File: src/rtl/code_lock.sv
// Multi-digit access-code lock with failure alarm and timed lockout.
// Optional auto-relock from OPEN when CODE_LOCK_AUTORELOCK_EN is defined.
module code_lock #(
    parameter int                            DIGIT_W        = 4,
    parameter int                            CODE_LEN       = 4,
    parameter logic [DIGIT_W*CODE_LEN-1:0]   CODE           = 16'h1234,
    parameter int                            MAX_FAILS      = 3,
    parameter int                            LOCKOUT_CYCLES = 1000,
    parameter int                            RELOCK_CYCLES  = 500,
    localparam int                           CW             = $clog2(CODE_LEN + 1),
    localparam int                           FW             = $clog2(MAX_FAILS + 1)
) (
    input  logic               clk,
    input  logic               reset,
    input  logic               digit_valid,
    input  logic [DIGIT_W-1:0] digit_in,
    input  logic               lock_cmd,
    output logic               unlocked,
    output logic               alarm,
    output logic               lockout,
    output logic [FW-1:0]      fail_cnt,
    output logic [CW-1:0]      digit_cnt
);

    localparam int TMAX = (LOCKOUT_CYCLES > RELOCK_CYCLES) ? LOCKOUT_CYCLES : RELOCK_CYCLES;
    localparam int TW   = $clog2(TMAX + 1);

    localparam logic [CW-1:0] LAST_IDX  = CW'(CODE_LEN - 1);
    localparam logic [FW-1:0] FAIL_LIM  = FW'(MAX_FAILS);
    localparam logic [TW-1:0] LOCK_LOAD = TW'(LOCKOUT_CYCLES);
    localparam logic [TW-1:0] T_ONE     = TW'(1);
`ifdef CODE_LOCK_AUTORELOCK_EN
    localparam logic [TW-1:0] RELOCK_LOAD = TW'(RELOCK_CYCLES);
`endif

    typedef enum logic [1:0] {
        S_ENTRY,
        S_OPEN,
        S_LOCKOUT
    } state_t;

    state_t          state_q;
    logic            mismatch_q;
    logic [TW-1:0]   timer_q;
    logic            unlocked_q;
    logic            alarm_q;
    logic            lockout_q;
    logic [FW-1:0]   fail_q;
    logic [CW-1:0]   dcnt_q;

    // Index 0 selects the most-significant digit of CODE (first one typed).
    function automatic logic [DIGIT_W-1:0] code_digit(input logic [CW-1:0] idx);
        logic [DIGIT_W*CODE_LEN-1:0] sh;
        sh = CODE << (int'(idx) * DIGIT_W);
        return sh[DIGIT_W*CODE_LEN-1 -: DIGIT_W];
    endfunction

    logic          digit_ok;
    logic          entry_good;
    logic [FW-1:0] fail_inc;

    assign digit_ok   = (digit_in == code_digit(dcnt_q));
    assign entry_good = !mismatch_q && digit_ok;
    assign fail_inc   = fail_q + 1'b1;

    always_ff @(posedge clk or posedge reset) begin
        if (reset) begin
            state_q    <= S_ENTRY;
            mismatch_q <= 1'b0;
            timer_q    <= '0;
            unlocked_q <= 1'b0;
            alarm_q    <= 1'b0;
            lockout_q  <= 1'b0;
            fail_q     <= '0;
            dcnt_q     <= '0;
        end else begin
            alarm_q <= 1'b0;
            case (state_q)
                S_ENTRY: begin
                    if (digit_valid) begin
                        if (dcnt_q == LAST_IDX) begin
                            dcnt_q     <= '0;
                            mismatch_q <= 1'b0;
                            if (entry_good) begin
                                state_q    <= S_OPEN;
                                unlocked_q <= 1'b1;
                                fail_q     <= '0;
`ifdef CODE_LOCK_AUTORELOCK_EN
                                timer_q    <= RELOCK_LOAD;
`endif
                            end else begin
                                alarm_q <= 1'b1;
                                fail_q  <= fail_inc;
                                if (fail_inc == FAIL_LIM) begin
                                    state_q   <= S_LOCKOUT;
                                    lockout_q <= 1'b1;
                                    timer_q   <= LOCK_LOAD;
                                end
                            end
                        end else begin
                            dcnt_q <= dcnt_q + 1'b1;
                            if (!digit_ok) begin
                                mismatch_q <= 1'b1;
                            end
                        end
                    end
                end
                S_OPEN: begin
`ifdef CODE_LOCK_AUTORELOCK_EN
                    // Relock request and timer expiry in the same cycle collapse into one exit.
                    if (lock_cmd || timer_q <= T_ONE) begin
                        state_q    <= S_ENTRY;
                        unlocked_q <= 1'b0;
                        timer_q    <= '0;
                    end else begin
                        timer_q <= timer_q - 1'b1;
                    end
`else
                    if (lock_cmd) begin
                        state_q    <= S_ENTRY;
                        unlocked_q <= 1'b0;
                    end
`endif
                end
                S_LOCKOUT: begin
                    // Exit on the edge where the timer would reach zero, giving exactly LOCKOUT_CYCLES high cycles.
                    if (timer_q <= T_ONE) begin
                        state_q   <= S_ENTRY;
                        lockout_q <= 1'b0;
                        fail_q    <= '0;
                        timer_q   <= '0;
                    end else begin
                        timer_q <= timer_q - 1'b1;
                    end
                end
                default: begin
                    state_q <= S_ENTRY;
                end
            endcase
        end
    end

    assign unlocked  = unlocked_q;
    assign alarm     = alarm_q;
    assign lockout   = lockout_q;
    assign fail_cnt  = fail_q;
    assign digit_cnt = dcnt_q;

endmodule

File: config.mk
export PLATFORM = sky130hd
export DESIGN_NAME = code_lock
export DESIGN_NICKNAME = d
export VERILOG_FILES = /design/src/rtl/code_lock.sv
export SDC_FILE = /design/constraint.sdc
export NUM_CORES = 1
export LEC_CHECK = 0
export CAP_MARGIN = 10
export CORE_UTILIZATION = 55
export DETAILED_ROUTE_END_ITERATION = 12
export DONT_BUFFER_PORTS = 1
export PLACE_DENSITY = 0.7
export REMOVE_ABC_BUFFERS = 1
export SYNTH_ARGS = -nofsm -noshare
export SYNTH_HDL_FRONTEND = slang
export SYNTH_SLANG_ARGS = --single-unit
File: constraint.sdc
create_clock -name clk -period 2.6 [get_ports clk]
set_input_delay 0.39 -clock clk [delete_from_list [all_inputs] [get_ports clk]]
set_output_delay 0.39 -clock clk [all_outputs]
set_load 0.05 [all_outputs]
==> results.sh <==
export IMPL_drtIter0Drc=31
export IMPL_die_w_um=48.59
export IMPL_rsz0062_at_grt="false"
export IMPL_final_nets=146
export IMPL_first_global_vias=902
export IMPL_core_mm2=0.002002
export IMPL_antenna_found_initial=0
export IMPL_initial_core_util=0.5963
export IMPL_fin_util=0.6438
export IMPL_start_kind="register"
export IMPL_dp_cells=154
export IMPL_path_clk_slew_ps=120
export IMPL_post_cts_buffers=0
export IMPL_io_pins=16
export IMPL_synthCells=123
export IMPL_grt_max_degree=22
export IMPL_synth_top_area_frac=0.4403
export IMPL_drc=0
export IMPL_syn2layout_area_growth_pct=7.967
export IMPL_worst_hold_slack_ps=105.1
export IMPL_numCtsBuffers=3
export IMPL_ys_ff_latch=21
export IMPL_skew_ps=0.3376
export IMPL_run_status="finished clean"
export IMPL_grt_first_pass_wirelength_um=4160
export IMPL_seq_area_um2=525.5
export IMPL_synth_top_area_cell="dfrtp_1"
export IMPL_multi_input_area_um2=628.1
export IMPL_power_density_mw_per_mm2=411.0
export IMPL_finalWeightedCongestion=0.8421
export IMPL_critical_path_slowest_cell="dfrtp_1"
export IMPL_hpwl_um=1771
export IMPL_wl_um=2404
export IMPL_tightestPinTransition_ps=767.9
export IMPL_viasPerCell=6.114
export IMPL_fillers=161
export IMPL_cp_max_fo=6
export IMPL_cts_sinks=21
export IMPL_clk_path_buf_depth=2
export IMPL_p_leak_nw=0.5499
export IMPL_grt_overflow=0
export IMPL_path_class="reg2reg"
export IMPL_n_antenna_cell=0
export IMPL_fin_crit_sh=0.7399
export IMPL_tritoncts="yes"
export IMPL_cts_hold_buf=0
export IMPL_ys_seq_area_frac=0.4403
export IMPL_dieArea_mm2=0.002361
export IMPL_yosys_top_cells_area="dfrtp_1 (44%), ha_1 (6.3%), o211ai_1 (4.4%), nand3_1 (2.9%), o21ai_0 (2.9%)"
export IMPL_power_total_mw=0.5297
export IMPL_die_y_um=48.59
export IMPL_h_tree_depth=1
export IMPL_slew_viol_final=0
export IMPL_detailedRoute_firstPassIterationCount=4
export IMPL_critPathMaxStageDelay_ps=480
export IMPL_setup_viol=0
export IMPL_hold_class="in2async"
export IMPL_hold_viol=0
export IMPL_fin_setup_tns_ps=0
export IMPL_irDropWorstVdd_mv=0.3697
export IMPL_portBuffers=0
export IMPL_clock_fmax_mhz=519.8
export IMPL_slew_headroom=0.4875
export IMPL_yosys_warnings=0
export IMPL_cts_resized=0
export IMPL_synth_edf_count=0
export IMPL_syn_area_mm2=0.001194
export IMPL_maxCapViolCount=0
export IMPL_yosysUniqueCellTypes=37
export IMPL_async_reset_ff_frac=1.000
export IMPL_fin_cells=158
export IMPL_postRouteAntennaNets=0
export IMPL_row_count=16
export IMPL_critPathRequiredTime_ps=2820
export IMPL_clkLatencyLatePin_ps=290
export IMPL_worstSetupEndpointType="register"
export IMPL_layout_drive_gt1_share=0.09160
export IMPL_wl_per_cell_um=15.22
export IMPL_synth_area_per_cell_um2=9.704
export IMPL_crit_chain="inv_1 > ha_1 > or2_2 > and4_1 > or4_1 > o211ai_1"
export IMPL_rr_worst_depth=6
export IMPL_gr_usage_all_layers=0.2230
export IMPL_vias=966
export IMPL_fin_crit_ps=1924
export IMPL_ys_flop_type="dfrtp_1"
export IMPL_root_buffer="clkbuf_4"
export IMPL_arrival_ps=2140
==> report_power, final <==
part | switching [mW] | internal [mW] | leakage, nW | total, mW
combinational | 0.0281 | 0.0133 | 0.298 | 0.0414
sequential | 0.00225 | 0.330 | 0.237 | 0.332
clock | 0.0969 | 0.0596 | 0.0150 | 0.157
total | 0.127 | 0.402 | 0.550 | 0.530
==> layer usage <==
metal,share of wire,global-route usage,vias up
met1,0.49,0.3143,470
met3,0.024,0.02830,2
met4,0.0058,0.04412,0
li1,-,-,473
met5,0,0,-
met2,0.47,0.3709,21
==> area by class of cell <==
class / instances / share of cell area
Clock buffer: 4 / 0.02039
Inverter: 8 / 0.02330
Multi-Input combinational cell: 92 / 0.4874
Sequential cell: 21 / 0.4078
Tap cell: 27 / 0.02621
Timing Repair Buffer: 6 / 0.03495
==> worst paths after layout <==
check                                       start                  endpoint  slack (ps)
setup / recovery           timer_q[0]$_DFFE_PP0P_    timer_q[3]$_DFFE_PP0P_         680
hold / removal                              reset    timer_q[6]$_DFFE_PP0P_         110
setup reg to reg           timer_q[0]$_DFFE_PP0P_    timer_q[3]$_DFFE_PP0P_         680
hold reg to reg            mismatch_q$_DFFE_PP0P_    mismatch_q$_DFFE_PP0P_         560
max in group asynchronous                   reset  digit_cnt[0]$_DFFE_PP0P_        2020
min in group clk                         lock_cmd      unlocked$_DFFE_PP0P_         290
==> synthesized netlist by cell type (all sizes together), types with 4 or more instances <==
| library cell | count |
|---|---|
| ha | 6 |
| o21ai | 8 |
| inv | 8 |
| o211ai | 8 |
| nor2 | 8 |
| or3 | 4 |
| nand3 | 7 |
| nand2 | 7 |
| nor2b | 4 |
| dfrtp | 21 |
==> through the flow <==
stage               cell area [µm²]  worst slack (ps)
floorplan                      1184             95.69
global placement               1262             733.9
detailed placement             1262             712.5
CTS                            1289             698.8
global route                   1289             523.7
finish                         1289             676.3
==> layout by cell type (no fill, tap or decap), types with 4 or more instances in the layout <==
cell type	instances
buf_4	6
dfrtp_1	21
ha_1	6
inv_1	8
nand2_1	7
nand3_1	7
nor2_1	8
nor2b_1	4
o211ai_1	7
o21ai_0	7
or3_1	4
==> kinds of logic (layout without fill, tap and decap cells) <==
| group | Yosys count | count (layout) | synth area share |
|---|---|---|---|
| buffers and inverters | 10 | 18 | 0.03354 |
| XOR/XNOR | 3 | 3 | 0.02202 |
| flip-flops | 21 | 21 | 0.4402 |
| AO/OA/AOI/OAI | 31 | 31 | 0.1855 |
| multiplexers | 2 | 2 | 0.01677 |
| adder cells (fa/ha/maj) | 6 | 6 | 0.06289 |
| AND/OR/NAND/NOR | 50 | 50 | 0.2390 |
==> flip-flops by register name (all words and copies together), names as in the netlist <==
signal      count
digit_cnt       3
alarm           1
timer_q        10
mismatch_q      1
state_q         2
fail_cnt        2
unlocked        1
lockout         1
==> worst max-delay path: cells and delay by family (launching register included) <==
kind / cells / cell delay (ps)
AOI/OAI and AO/OA: 1 / 100
and+or+nand+nor: 3 / 970
adders and majority gates: 1 / 230
DFF: 1 / 480
buffers and inverters: 1 / 70
Power figures use the tool's default switching activity.
==> RTL edit 1, RTL diff (same settings) <==
The parameter `DIGIT_W` goes from 4 to 5.
--- a/src/rtl/code_lock.sv
+++ b/src/rtl/code_lock.sv
@@ -2,5 +2,5 @@
 // Optional auto-relock from OPEN when CODE_LOCK_AUTORELOCK_EN is defined.
 module code_lock #(
-    parameter int                            DIGIT_W        = 4,
+    parameter int                            DIGIT_W        = 5,
     parameter int                            CODE_LEN       = 4,
     parameter logic [DIGIT_W*CODE_LEN-1:0]   CODE           = 16'h1234,
Interface: changed (resized digit_in); port bits go from 16 to 17. No check against the original RTL was run, so the function may have changed too.
==> RTL edit 1 against the unedited design <==
The run now ends with setup timing left. Routed wire length is 61% higher. Critical path depth grew 4. Total power rose to 4.1 times the old value. Count of clock-buffer cells in the layout is 1 lower. Sequential cell count unchanged. Via count increased by 54%. Combinational power grew to 33 times the old value. Worst setup slack got worse by 0.80 ns. Synthesized area is 30% higher. Cell area up 51%. Clock skew is 0.00078 ns higher. Critical path type unchanged. Largest power group is now combinational logic.
==> RTL edit 1: results (changes against the unedited design) <==
| Metric | Value |
|---|---|
| Failing checks | `setup timing` |
| Count of non-CTS buffers in the layout | `26 (was 6)` |
| Setup ws final | `-0.127 ns (was 0.676 ns)` |
| Seq/Total Area, Yosys | `0.339 (was 0.440)` |
| First-pass GRT wire length | `5.99 mm (was 4.16 mm)` |
| H-tree depth | `1 (unchanged)` |
| Multi-In Gates | `142 (was 92)` |
| Worst flop-to-flop path startpoint | `digit_cnt[0] (was timer_q[0])` |
| Leakage power | `0.815 nW (was 0.550 nW)` |
| FF-to-FF End | `state_q[0] (was timer_q[3])` |
| Placer Congestion | `0.871 (was 0.842)` |
| Synth area leaders | `dfrtp_1 (34%), ha_1 (9.7%), a21oi_1 (5.2%), nor2_1 (4.6%), nor3_1 (3.6%) (was dfrtp_1 (44%), ha_1 (6.3%), o211ai_1 (4.4%), nand3_1 (2.9%), o21ai_0 (2.9%))` |
| NonClk Buf Share | `0.106 (was 0.0350)` |
| Met3 wire len | `187 um (was 58 um)` |
| M1 WL | `1.70 mm (was 1.19 mm)` |
| Mux contribution to synthesized area | `0.0267 (was 0.0168)` |
| Iter 0 DRT Violations | `59 (was 31)` |
| Post-synthesis compound-gate area fraction | `0.229 (was 0.186)` |
| Fillers | `189 (was 161)` |
| Post-synthesis xor/xnor area fraction | `0.0275 (was 0.0220)` |
| Hold WS | `0.108 ns (was 0.105 ns)` |
| GR Layer Usage met2 | `0.504 (was 0.371)` |
| Sequential cell area share | `0.270 (was 0.408)` |
| Post-DP Area | `1740 um^2 (was 1260 um^2)` |
| Sum Neg Setup Slack | `-0.847 ns (was 0 ns)` |
| CP max stage cell | `or4b_4 (was dfrtp_1)` |
| Met3 Usage GRT | `0.0437 (was 0.0283)` |
| Yosys cell types | `44 (was 37)` |
| IR drop worst, VDD | `886 uV (was 370 uV)` |
| Endpoints failing setup | `14 (was 0)` |
| Arr. time, crit path | `2.96 ns (was 2.14 ns)` |
| Final WL | `3.87 mm (was 2.40 mm)` |
| P per Cell Area | `1110 nW/um^2 (was 411 nW/um^2)` |
| Fraction of area in multi-input gates | `0.569 (was 0.487)` |
| Total global-route track usage | `0.275 (was 0.223)` |
| Vias in the first global route | `1,354 (was 902)` |
| Worst R2R Path Depth | `10 (was 6)` |
| Clock-cell share | `0.0142 (was 0.0204)` |
| Non-clk invs | `11 (was 8)` |
| Status | `finished, violations left (was completed)` |
| Adder-cell share of the synthesized area | `0.0969 (was 0.0629)` |
| Final #Nets | `226 (was 146)` |
| Mapped Cells | `182 (was 123)` |
| Crit Path Max Fanout | `3 (was 6)` |
| Met2 routed WL | `1.94 mm (was 1.14 mm)` |
| Layout cells sized above 1 | `0.275 (was 0.0916)` |
| Pre-CTS WS | `-0.346 ns (was 0.712 ns)` |
[RTL edit 1: changes by cell type after synthesis, sizes merged, moves of 5 or more]
cell | before | now
nor3 | 3 | 11
clkbuf | 0 | 8
ha | 6 | 12
o211ai | 8 | 1
nor2 | 8 | 19
a21oi | 2 | 16
nand2b | 2 | 7
[RTL edit 1: what timing repair did]
item	CTS	global route
setup buffers	0	2
hold buffers	0	0
resized for setup	18	16
endpoints found under the setup margin	18	18
pin swaps	9	5
[RTL edit 1: power breakdown]
part           switching (mW)  leakage, nW  internal (mW)  total [mW]
clock                  0.0976       0.0177         0.0573       0.155
combinational           0.757        0.547          0.602        1.36
sequential              0.205        0.251          0.444       0.649
[RTL edit 1: worst min-delay path by stage]
| stage | end | cells past startpoint |
|---|---|---|
| after floorplan | alarm | 1 |
| after global placement | digit_cnt[2] | 1 |
| after detailed placement | digit_cnt[0] | 1 |
| after CTS | digit_cnt[0] | 1 |
| after global routing | digit_cnt[0] | 1 |
| final | digit_cnt[0] | 1 |
==> RTL edit 2, RTL diff (same flow settings) <==
Made on the original files. Re-encode `state_t` (3 states) as one-hot, 3 bits wide.
--- a/src/rtl/code_lock.sv
+++ b/src/rtl/code_lock.sv
@@ -34,8 +34,8 @@
 `endif
 
-    typedef enum logic [1:0] {
-        S_ENTRY,
-        S_OPEN,
-        S_LOCKOUT
+    typedef enum logic [2:0] {
+        S_ENTRY   = 3'b001,
+        S_OPEN    = 3'b010,
+        S_LOCKOUT = 3'b100
     } state_t;
 
Behaviour: no difference found for any inputs over 10 cycles, from zero or initial values and one cycle with reset high; not proved beyond that.
==> RTL edit 2 against the unedited design <==
Synthesized area increased by 2.3%. Synthesized cell count increased by 4.1%. Routed wire length decreased by 3.8%. Cell area increased by 0.29%. Critical path depth decreased by 1. Worst setup slack got worse by 0.26 ns. Sequential cell count increased by 1. Maximum frequency decreased by 12%. Critical endpoint is now timer_q[4].
Power is not compared: it rests on default switching activity, and its combinational part moved more than twofold at a synthesized area within 25%.
==> RTL edit 2: results (changes against the unedited design) <==
| Metric | Value |
|---|---|
| Largest net degree at the start of global routing | `23 (was 22)` |
| Fillers | `170 (was 161)` |
| Final WL | `2.31 mm (was 2.40 mm)` |
| Worst flop-to-flop path startpoint | `digit_cnt[2] (was timer_q[0])` |
| First-pass GRT wire length | `3.88 mm (was 4.16 mm)` |
| CTS sink count | `22 (was 21)` |
| Sequential cell area share | `0.427 (was 0.408)` |
| Total global-route track usage | `0.214 (was 0.223)` |
| Synth cell count leaders | `dfrtp_1 (21), nand2_1 (15), nor2_1 (10) (was dfrtp_1 (21), inv_1 (8), nor2_1 (8))` |
| Reg2Reg Setup Slack | `0.42 ns (was 0.68 ns)` |
| Placed cell count | `156 (was 154)` |
| Placer Congestion | `0.845 (was 0.842)` |
| Post-DP Area | `1270 um^2 (was 1260 um^2)` |
| Iter 0 DRT Violations | `28 (was 31)` |
| Vias | `955 (was 966)` |
| Synth area leaders | `dfrtp_1 (43%), ha_1 (6.1%), nand2_1 (4.6%), o21ai_0 (3.3%), nor2_1 (3.1%) (was dfrtp_1 (44%), ha_1 (6.3%), o211ai_1 (4.4%), nand3_1 (2.9%), o21ai_0 (2.9%))` |
| Clock-cell share | `0.0203 (was 0.0204)` |
| Worst R2R Path Depth | `5 (was 6)` |
| Slew HR | `0.449 (was 0.487)` |
| FF-to-FF End | `timer_q[4] (was timer_q[3])` |
| Yosys cell types | `39 (was 37)` |
| Pre-CTS WS | `0.448 ns (was 0.712 ns)` |
| Max Clock Skew | `0.00154 ns (was 0.000338 ns)` |
| Placed wire-length estimate after detailed placement | `1.70 mm (was 1.77 mm)` |
| Multi-In Gates | `95 (was 92)` |
| Seq/Total Area, Yosys | `0.452 (was 0.440)` |
| Clk Latency, worst-skew pair | `0.31 ns (was 0.29 ns)` |
| Vias in the first global route | `880 (was 902)` |
| Drt wl/cell | `14.5 um (was 15.2 um)` |
| NonClk Buf Share | `0.0232 (was 0.0350)` |
| Status | `completed (unchanged)` |
| Hold WS | `0.115 ns (was 0.105 ns)` |
| Avg Inst Size Synth | `9.54 um^2 (was 9.70 um^2)` |
| Layout cells sized above 1 | `0.0827 (was 0.0916)` |
## RTL edit 2: metal layers
metal | track usage | routed length (um)
met1 | 0.310 | 1140
met2 | 0.317 | 1040
met3 | 0.0343 | 92
met4 | 0.0882 | 41
met5 | 0 | 0
## RTL edit 2: kinds of logic after synthesis
family | after synthesis | share of synthesized area
DFF | 22 | 0.452
AOI/OAI and AO/OA | 30 | 0.166
xor gates and xnor gates | 1 | 0.00717
adders and majority gates | 6 | 0.0615
buffers and inverters | 11 | 0.0400
and+or+nand+nor | 58 | 0.274
## RTL edit 2: where the power goes
part	internal, mW	total [mW]	leakage [nW]	switching [mW]
clock network	0.0600	0.163	0.0150	0.103
registers	0.342	0.342	0.258	0
logic	0.00341	0.0132	0.289	0.00982
total	0.406	0.518	0.562	0.112
## RTL edit 2: critical path: stages (launching register included)
cell       delay (ns)
dfrtp_1          0.62
nor2b_1          0.39
o2111ai_1        0.16
a41oi_1          0.33
nand2_1          0.30
a31o_1           0.28
